`src/rtl/pixel_upsampler.sv`:
```
// -----------------------------------------------------------------------------
// pixel_upsampler
//
// Nearest-neighbour frame upsampler. Reads a low-resolution frame (one pixel
// per address, raster order) from a synchronous BRAM and streams the
// full-resolution frame out over a valid/ready handshake. Each low-res pixel
// becomes a SCALE x SCALE block. One low-res row is fetched into a line buffer
// and then replayed for SCALE output rows.
//
// Optional feature macro: UPSAMPLE_CHECKSUM_EN
//   defined   -> o_checksum is a 16-bit wrapping sum of every accepted pixel,
//                cleared when a frame request is accepted.
//   undefined -> o_checksum is tied to zero and no adder exists.
//
// Ports
//   clk          clock
//   rst          asynchronous, active-high reset
//   i_start      frame request, only sampled while idle
//   o_src_addr   low-res BRAM read address (16 bit)
//   i_src_data   BRAM read data, valid one cycle after o_src_addr
//   o_pix_out    full-res pixel
//   o_pix_valid  o_pix_out valid
//   i_pix_ready  downstream accepts the pixel
//   o_pix_eol    current pixel is the last column of its row
//   o_pix_last   current pixel is the last pixel of the frame
//   o_busy       frame in progress
//   o_done       one-cycle pulse after the final pixel is accepted
//   o_checksum   running pixel sum (see feature macro above)
// -----------------------------------------------------------------------------
module pixel_upsampler #(
  parameter int DATA_WIDTH = 8,
  parameter int IMG_HEIGHT = 160,
  parameter int IMG_WIDTH  = 240,
  parameter int SCALE      = 4
) (
  input  logic                  clk,
  input  logic                  rst,
  input  logic                  i_start,
  output logic [15:0]           o_src_addr,
  input  logic [DATA_WIDTH-1:0] i_src_data,
  output logic [DATA_WIDTH-1:0] o_pix_out,
  output logic                  o_pix_valid,
  input  logic                  i_pix_ready,
  output logic                  o_pix_eol,
  output logic                  o_pix_last,
  output logic                  o_busy,
  output logic                  o_done,
  output logic [15:0]           o_checksum
);

  localparam int LW   = IMG_WIDTH / SCALE;
  localparam int LH   = IMG_HEIGHT / SCALE;
  localparam int LC_W = (LW > 1) ? $clog2(LW) : 1;
  localparam int LR_W = (LH > 1) ? $clog2(LH) : 1;
  localparam int S_W  = (SCALE > 1) ? $clog2(SCALE) : 1;
  localparam int FK_W = $clog2(LW + 1);

  // Flags for the very first pixel of a replayed row (position 0,0,0); only
  // non-zero in degenerate geometries where a row is a single output pixel.
  localparam bit FIRST_EOL = (LW == 1) && (SCALE == 1);

  typedef enum logic [1:0] {
    S_IDLE,
    S_FILL,
    S_EMIT,
    S_DONE
  } state_t;

  state_t                r_state;
  logic [FK_W-1:0]       r_fill_k;   // FILL cycle index 0..LW
  logic [LR_W-1:0]       r_lr;       // low-res row
  logic [LC_W-1:0]       r_lc;       // low-res column
  logic [S_W-1:0]        r_sc;       // sub-column inside a block
  logic [S_W-1:0]        r_sr;       // sub-row inside a block
  logic [15:0]           r_src_addr;
  logic [DATA_WIDTH-1:0] r_pix_out;
  logic                  r_pix_valid;
  logic                  r_pix_eol;
  logic                  r_pix_last;
  logic                  r_busy;
  logic                  r_done;
  logic [DATA_WIDTH-1:0] r_line_buf [LW];

  logic                  w_hs;
  logic                  w_sc_wrap;
  logic                  w_lc_wrap;
  logic                  w_sr_wrap;
  logic                  w_row_end;
  logic                  w_last_row;
  logic [S_W-1:0]        w_sc_nxt;
  logic [LC_W-1:0]       w_lc_nxt;
  logic [S_W-1:0]        w_sr_nxt;
  logic                  w_eol_nxt;
  logic                  w_last_nxt;
  logic [LC_W-1:0]       w_cap_idx;
  logic [DATA_WIDTH-1:0] w_first_pix;

  assign w_hs       = r_pix_valid && i_pix_ready;
  assign w_sc_wrap  = (r_sc == S_W'(SCALE - 1));
  assign w_lc_wrap  = (r_lc == LC_W'(LW - 1));
  assign w_sr_wrap  = (r_sr == S_W'(SCALE - 1));
  assign w_row_end  = w_sc_wrap && w_lc_wrap && w_sr_wrap;
  assign w_last_row = (r_lr == LR_W'(LH - 1));

  // Position after the current handshake: sub-col, then low-col, then sub-row.
  assign w_sc_nxt = w_sc_wrap ? '0 : r_sc + S_W'(1);
  assign w_lc_nxt = !w_sc_wrap ? r_lc : (w_lc_wrap ? '0 : r_lc + LC_W'(1));
  assign w_sr_nxt = !(w_sc_wrap && w_lc_wrap) ? r_sr
                  : (w_sr_wrap ? '0 : r_sr + S_W'(1));

  assign w_eol_nxt  = (w_lc_nxt == LC_W'(LW - 1)) && (w_sc_nxt == S_W'(SCALE - 1));
  assign w_last_nxt = w_eol_nxt && (w_sr_nxt == S_W'(SCALE - 1)) && w_last_row;

  // Data arriving in FILL cycle k belongs to the address issued in cycle k-1.
  assign w_cap_idx = LC_W'(r_fill_k - FK_W'(1));

  // Entry LW-1 is written on the same edge that enters EMIT, so a one-entry
  // buffer must take the first pixel straight from the BRAM.
  assign w_first_pix = (LW == 1) ? i_src_data : r_line_buf[0];

  // NOTE: the line buffer has no reset; every entry is rewritten before it is
  // read, and leaving it out of reset lets it map onto plain RAM/LUT storage.
  always_ff @(posedge clk) begin
    if (r_state == S_FILL && r_fill_k != '0) begin
      r_line_buf[w_cap_idx] <= i_src_data;
    end
  end

  // NOTE: all state uses non-blocking assignments so every register samples
  // the pre-edge values of the others, independent of statement order.
  always_ff @(posedge clk or posedge rst) begin
    if (rst) begin
      r_state     <= S_IDLE;
      r_fill_k    <= '0;
      r_lr        <= '0;
      r_lc        <= '0;
      r_sc        <= '0;
      r_sr        <= '0;
      r_src_addr  <= '0;
      r_pix_out   <= '0;
      r_pix_valid <= 1'b0;
      r_pix_eol   <= 1'b0;
      r_pix_last  <= 1'b0;
      r_busy      <= 1'b0;
      r_done      <= 1'b0;
    end else begin
      case (r_state)
        S_IDLE: begin
          if (i_start) begin
            r_state    <= S_FILL;
            r_busy     <= 1'b1;
            r_lr       <= '0;
            r_fill_k   <= '0;
            r_src_addr <= '0;
          end
        end

        S_FILL: begin
          r_fill_k <= r_fill_k + FK_W'(1);
          if (r_fill_k < FK_W'(LW - 1)) begin
            r_src_addr <= r_src_addr + 16'd1;
          end
          if (r_fill_k == FK_W'(LW)) begin
            r_state     <= S_EMIT;
            r_sc        <= '0;
            r_lc        <= '0;
            r_sr        <= '0;
            r_pix_valid <= 1'b1;
            r_pix_out   <= w_first_pix;
            r_pix_eol   <= FIRST_EOL;
            r_pix_last  <= FIRST_EOL && w_last_row;
          end
        end

        S_EMIT: begin
          // Without a handshake everything holds, which keeps the output
          // stable under backpressure.
          if (w_hs) begin
            if (w_row_end) begin
              r_pix_valid <= 1'b0;
              r_pix_eol   <= 1'b0;
              r_pix_last  <= 1'b0;
              if (w_last_row) begin
                r_state <= S_DONE;
                r_busy  <= 1'b0;
                r_done  <= 1'b1;
              end else begin
                // Low-res rows are contiguous, so the next row starts one
                // past the last address issued.
                r_state    <= S_FILL;
                r_lr       <= r_lr + LR_W'(1);
                r_fill_k   <= '0;
                r_src_addr <= r_src_addr + 16'd1;
              end
            end else begin
              r_sc       <= w_sc_nxt;
              r_lc       <= w_lc_nxt;
              r_sr       <= w_sr_nxt;
              r_pix_out  <= r_line_buf[w_lc_nxt];
              r_pix_eol  <= w_eol_nxt;
              r_pix_last <= w_last_nxt;
            end
          end
        end

        S_DONE: begin
          r_done  <= 1'b0;
          r_state <= S_IDLE;
        end

        default: r_state <= S_IDLE;
      endcase
    end
  end

`ifdef UPSAMPLE_CHECKSUM_EN
  logic [15:0] r_checksum;

  always_ff @(posedge clk or posedge rst) begin
    if (rst) begin
      r_checksum <= '0;
    end else if (r_state == S_IDLE && i_start) begin
      r_checksum <= '0;
    end else if (w_hs) begin
      r_checksum <= r_checksum + 16'(r_pix_out);
    end
  end

  assign o_checksum = r_checksum;
`else
  assign o_checksum = '0;
`endif

  assign o_src_addr  = r_src_addr;
  assign o_pix_out   = r_pix_out;
  assign o_pix_valid = r_pix_valid;
  assign o_pix_eol   = r_pix_eol;
  assign o_pix_last  = r_pix_last;
  assign o_busy      = r_busy;
  assign o_done      = r_done;

endmodule

```
`config.mk`:
```
export PLATFORM = sky130hd
export DESIGN_NAME = pixel_upsampler
export DESIGN_NICKNAME = d
export VERILOG_FILES = /design/src/rtl/pixel_upsampler.sv
export SDC_FILE = /design/constraint.sdc
export NUM_CORES = 1
export LEC_CHECK = 0
export BUFFER_PORTS_ARGS = -buffer_cell sky130_fd_sc_hd__buf_2
export CAP_MARGIN = 20
export CORE_UTILIZATION = 62
export DETAILED_ROUTE_END_ITERATION = 10
export GPL_ROUTABILITY_DRIVEN = 1
export HOLD_SLACK_MARGIN = 0.08
export PLACE_DENSITY = 0.78
export SYNTH_ARGS = -nofsm -noshare
export SYNTH_HDL_FRONTEND = slang
export SYNTH_SLANG_ARGS = --single-unit
```
`constraint.sdc`:
```
create_clock -name clk -period 2.94 [get_ports clk]
set_clock_uncertainty 0.05 [all_clocks]
set_input_delay 0.588 -clock clk [delete_from_list [all_inputs] [get_ports clk]]
set_output_delay 0.588 -clock clk [all_outputs]
set_load 0.02 [all_outputs]
```
==> impl_metrics.yaml <==
status:
  outcome: "finished with violations"
  failed_checks: "negative setup slack"
synthesis:
  yosysUniqueCellTypes: 78
  syn_area_per_cell_um2: 12.9
  yosysSeqAreaShare_pct: 70.1
  netlist_instances: 1735
  synth_ff_type: "edfxtp_1"
  mappedNetlistArea_um2: 22400
  synth_edf_count: 480
  synthArstFlopShare_pct: 9.94
  ys_seq_elements: 533
  ys_warn_count: 0
clock_tree:
  cts_sinks: 533
  cts_root_buf: "clkbuf_16"
  clk_latency_ps: 600
  clk_path_buf_depth: 3
  cts_max_level: 2
  cts_tree: "done"
  path_clk_slew_ps: 60
  numCtsBuffers: 52
sta:
  timing.setup.tns_ps: -771
  maxSlewHeadroom_pct: 37.5
  worst_slew_pin_slew_ps: 934
  setup_viol: 23
  drv_slew: 0
  timing.final.hold_violations: 0
  rsz0062_at_grt: "yes"
  period_minus_slack_ps: 3020
  max_freq_ghz: 0.331
  period_share_pct: 103
  setup_slack_ps: -79.4
setup_path:
  slowest_delay_ps: 400
  worstPathRequired_ps: 3420
  worst_setup_path_start_kind: "flip-flop"
  worst-path-buf-inv: 4
  worstSetupPathType: "flip-flop to flip-flop"
  path_max_fanout: 10
  path_common_cell: "buf_4"
  worst_path_max_delay_cell: "dfrtp_1"
  cp-end-kind: "flip-flop"
  crit_arrival_ps: 3500
  cpLargestDelayFamily: "compound AO/OA/AOI/OAI gates"
  crit_chain: "ha_4, buf_6, mux2i_4, a21oi_4, buf_12, buf_4, buf_4, nand3_1, o21ai_0, a221oi_1, nor3_2, o221ai_1, a41o_1"
drt:
  antenna_left: 0
  dr.first_iter.drc_count: 2579
  wl_per_cell_um: 26.7
  drc: 0
  drt_wl_total_mm: 66.1
  drtPass1Iterations: 6
  routed-via-count: 16500
  routed_via_density: 6.65
floorplanning:
  io_pins: 57
  dieArea_um2: 37000
  start_util_pct: 63.1
  core_um2: 35600
  num_rows: 69
  dieWidth_um: 192
  die_h_um: 192
place:
  dp_cells: 2349
  port_buffers: 40
  hpwl_mm: 41.9
  dp_worst_setup_slack_ps: -294
  gp_congestion: 1.02
global_routing:
  grt_max_degree: 61
  antenna_found_initial: 0
  grt_pass1_wl_mm: 94.2
  overflow: 0
  grt_pass1_vias: 15600
  grt_usage_pct: 35.3
hold_path:
  hold_class: "input port to flip-flop"
layout:
  syn_to_final_growth_pct: 20.4
  nets: 2000
  drive_gt1_share_pct: 22.6
  num_antenna_cells: 0
  finalNonFillerCells: 2475
  finish.utilization_pct: 76.0
power_and_ir_drop:
  cellLeakagePower_uw: 0.00998
  ir_worst_vdd_mv: 0.590
  power_density_nw_per_um2: 549
flow_run:
  cap_viol_max_count: 0
-- flip-flops by register name (all words and copies together) (netlist names) --
| register | count |
|---|---|
| r_line_buf | 480 |
| r_lr | 6 |
| r_fill_k | 6 |
| r_lc | 6 |
| o_pix_eol | 1 |
| o_pix_valid | 1 |
| o_pix_out | 8 |
| r_state | 2 |
| o_pix_last | 1 |
| o_busy | 1 |
| r_sc | 2 |
| o_src_addr | 16 |
| o_done | 1 |
| r_sr | 2 |
-- worst paths after layout --
check / depth (start not counted) / slack [ps] / start / endpoint
worst max-delay path: 13 / -80 / r_sc[0]$_DFFE_PP0P_ / o_pix_out[7]$_DFFE_PP0P_
worst min-delay path: 3 / 260 / i_start / o_busy$_DFFE_PP0P_
worst max register to register: 13 / -80 / r_sc[0]$_DFFE_PP0P_ / o_pix_out[7]$_DFFE_PP0P_
worst min register to register: 2 / 430 / o_pix_eol$_DFFE_PP0P_ / o_pix_eol$_DFFE_PP0P_
max in group asynchronous: 4 / 1610 / rst / o_src_addr[1]$_DFFE_PP0P_
min in group asynchronous: 3 / 570 / rst / r_lc[3]$_DFFE_PP0P_
-- layout make-up --
type | count | area (um2)
multi-input cells | 1083 | 6550
clock buffers | 70 | 1420
inverters | 17 | 63.8
clock inverters | 24 | 189
repair buffers | 287 | 2470
fillers | 2086 | 8550
well taps | 461 | 577
flip-flops and latches | 533 | 15700
-- cell usage in the layout, fill, tap and decap left out, types with 12 or more instances in the layout --
master / n
buf_2: 40
o21ai_1: 14
xnor2_1: 13
a21oi_1: 46
nand2_1: 358
dfrtp_1: 51
o21ai_0: 61
conb_1: 16
clkbuf_1: 14
o221ai_1: 12
a221oi_2: 13
buf_4: 200
inv_1: 16
a221o_1: 13
nand3_1: 99
edfxtp_1: 480
nor2_2: 14
buf_6: 20
a221oi_1: 13
clkbuf_16: 55
nor2_1: 99
mux2i_1: 51
ha_1: 12
buf_12: 20
and3_1: 25
a31oi_1: 33
-- cell families after synthesis --
kind of cell,count (synthesis),synth area share (%)
multiplexers,60,2.78
other,1,0.0167
buffers and inverters,134,2.96
XOR/XNOR,25,1.13
adder cells (fa/ha/maj),14,0.780
AO/OA/AOI/OAI,305,9.40
flip-flops,533,70.1
AND/OR/NAND/NOR,663,12.8
-- report_power, final --
part           switching [uW]  internal, uW  total [uW]
combinational             164          25.2         189
sequential               1.62          8260        8260
clock                    2760          3630        6390
total                    2930         11900       14800
-- metrics by stage --
| step | hold WS, ps | power (uW) | instance area (um2) |
|---|---|---|---|
| 6_report | 258 | 14800 | 27000 |
| 3_3_place_gp | 409 | 8600 | 24600 |
| 3_5_place_dp | 425 | 8610 | 24600 |
| 4_1_cts | 252 | 14800 | 26500 |
| 2_1_floorplan | 420 | 8470 | 22500 |
| 5_1_grt | 296 | 15100 | 27000 |
-- Yosys cell counts, drive strengths merged (5+ instances only) --
master / n / area (um2)
edfxtp: 480 / 14400
nand2: 360 / 1350
nor2: 113 / 427
nand3: 101 / 505
o21ai: 80 / 404
buf: 74 / 439
mux2i: 55 / 563
dfrtp: 53 / 1330
a21oi: 49 / 260
clkbuf: 43 / 161
a31oi: 39 / 244
a221oi: 26 / 228
and3: 25 / 156
inv: 17 / 63.8
xnor2: 15 / 146
ha: 14 / 175
o221ai: 14 / 123
a221o: 13 / 130
nand4: 13 / 93.8
a311oi: 12 / 105
nor3: 12 / 60.1
xor2: 10 / 106
a22oi: 8 / 60.1
nor4: 8 / 65.1
or3: 7 / 43.8
a211o: 6 / 52.6
a211oi: 6 / 55.1
a32oi: 6 / 52.6
o22ai: 6 / 43.8
mux2: 5 / 60.1
-- timing repair --
| action | 4_1_cts | 5_1_grt |
|---|---|---|
| pin swaps | 22 | 31 |
| cloned | 2 | 2 |
| buffers inserted | 9 | 21 |
| resized for setup | 35 | 95 |
| hold buffers | 1 | 0 |
| endpoints found under the hold margin | 27 | 0 |
| setup endpoints to repair | 9 | 142 |
-- tightest hold or removal path, delay by kind of cell --
kind,cells,cell delay (ps)
AO/OA/AOI/OAI,2,190
buffers and inverters,1,100
-- routing by layer --
layer / vias up / wire, um / track usage, %
met3: 319 / 8620 / 8.75
met4: 0 / 3750 / 17.1
met1: 7894 / 23600 / 46.5
li1: 6943 / - / -
met2: 1314 / 30100 / 55.1
met5: - / 0 / 0
Power figures use the tool's default switching activity.
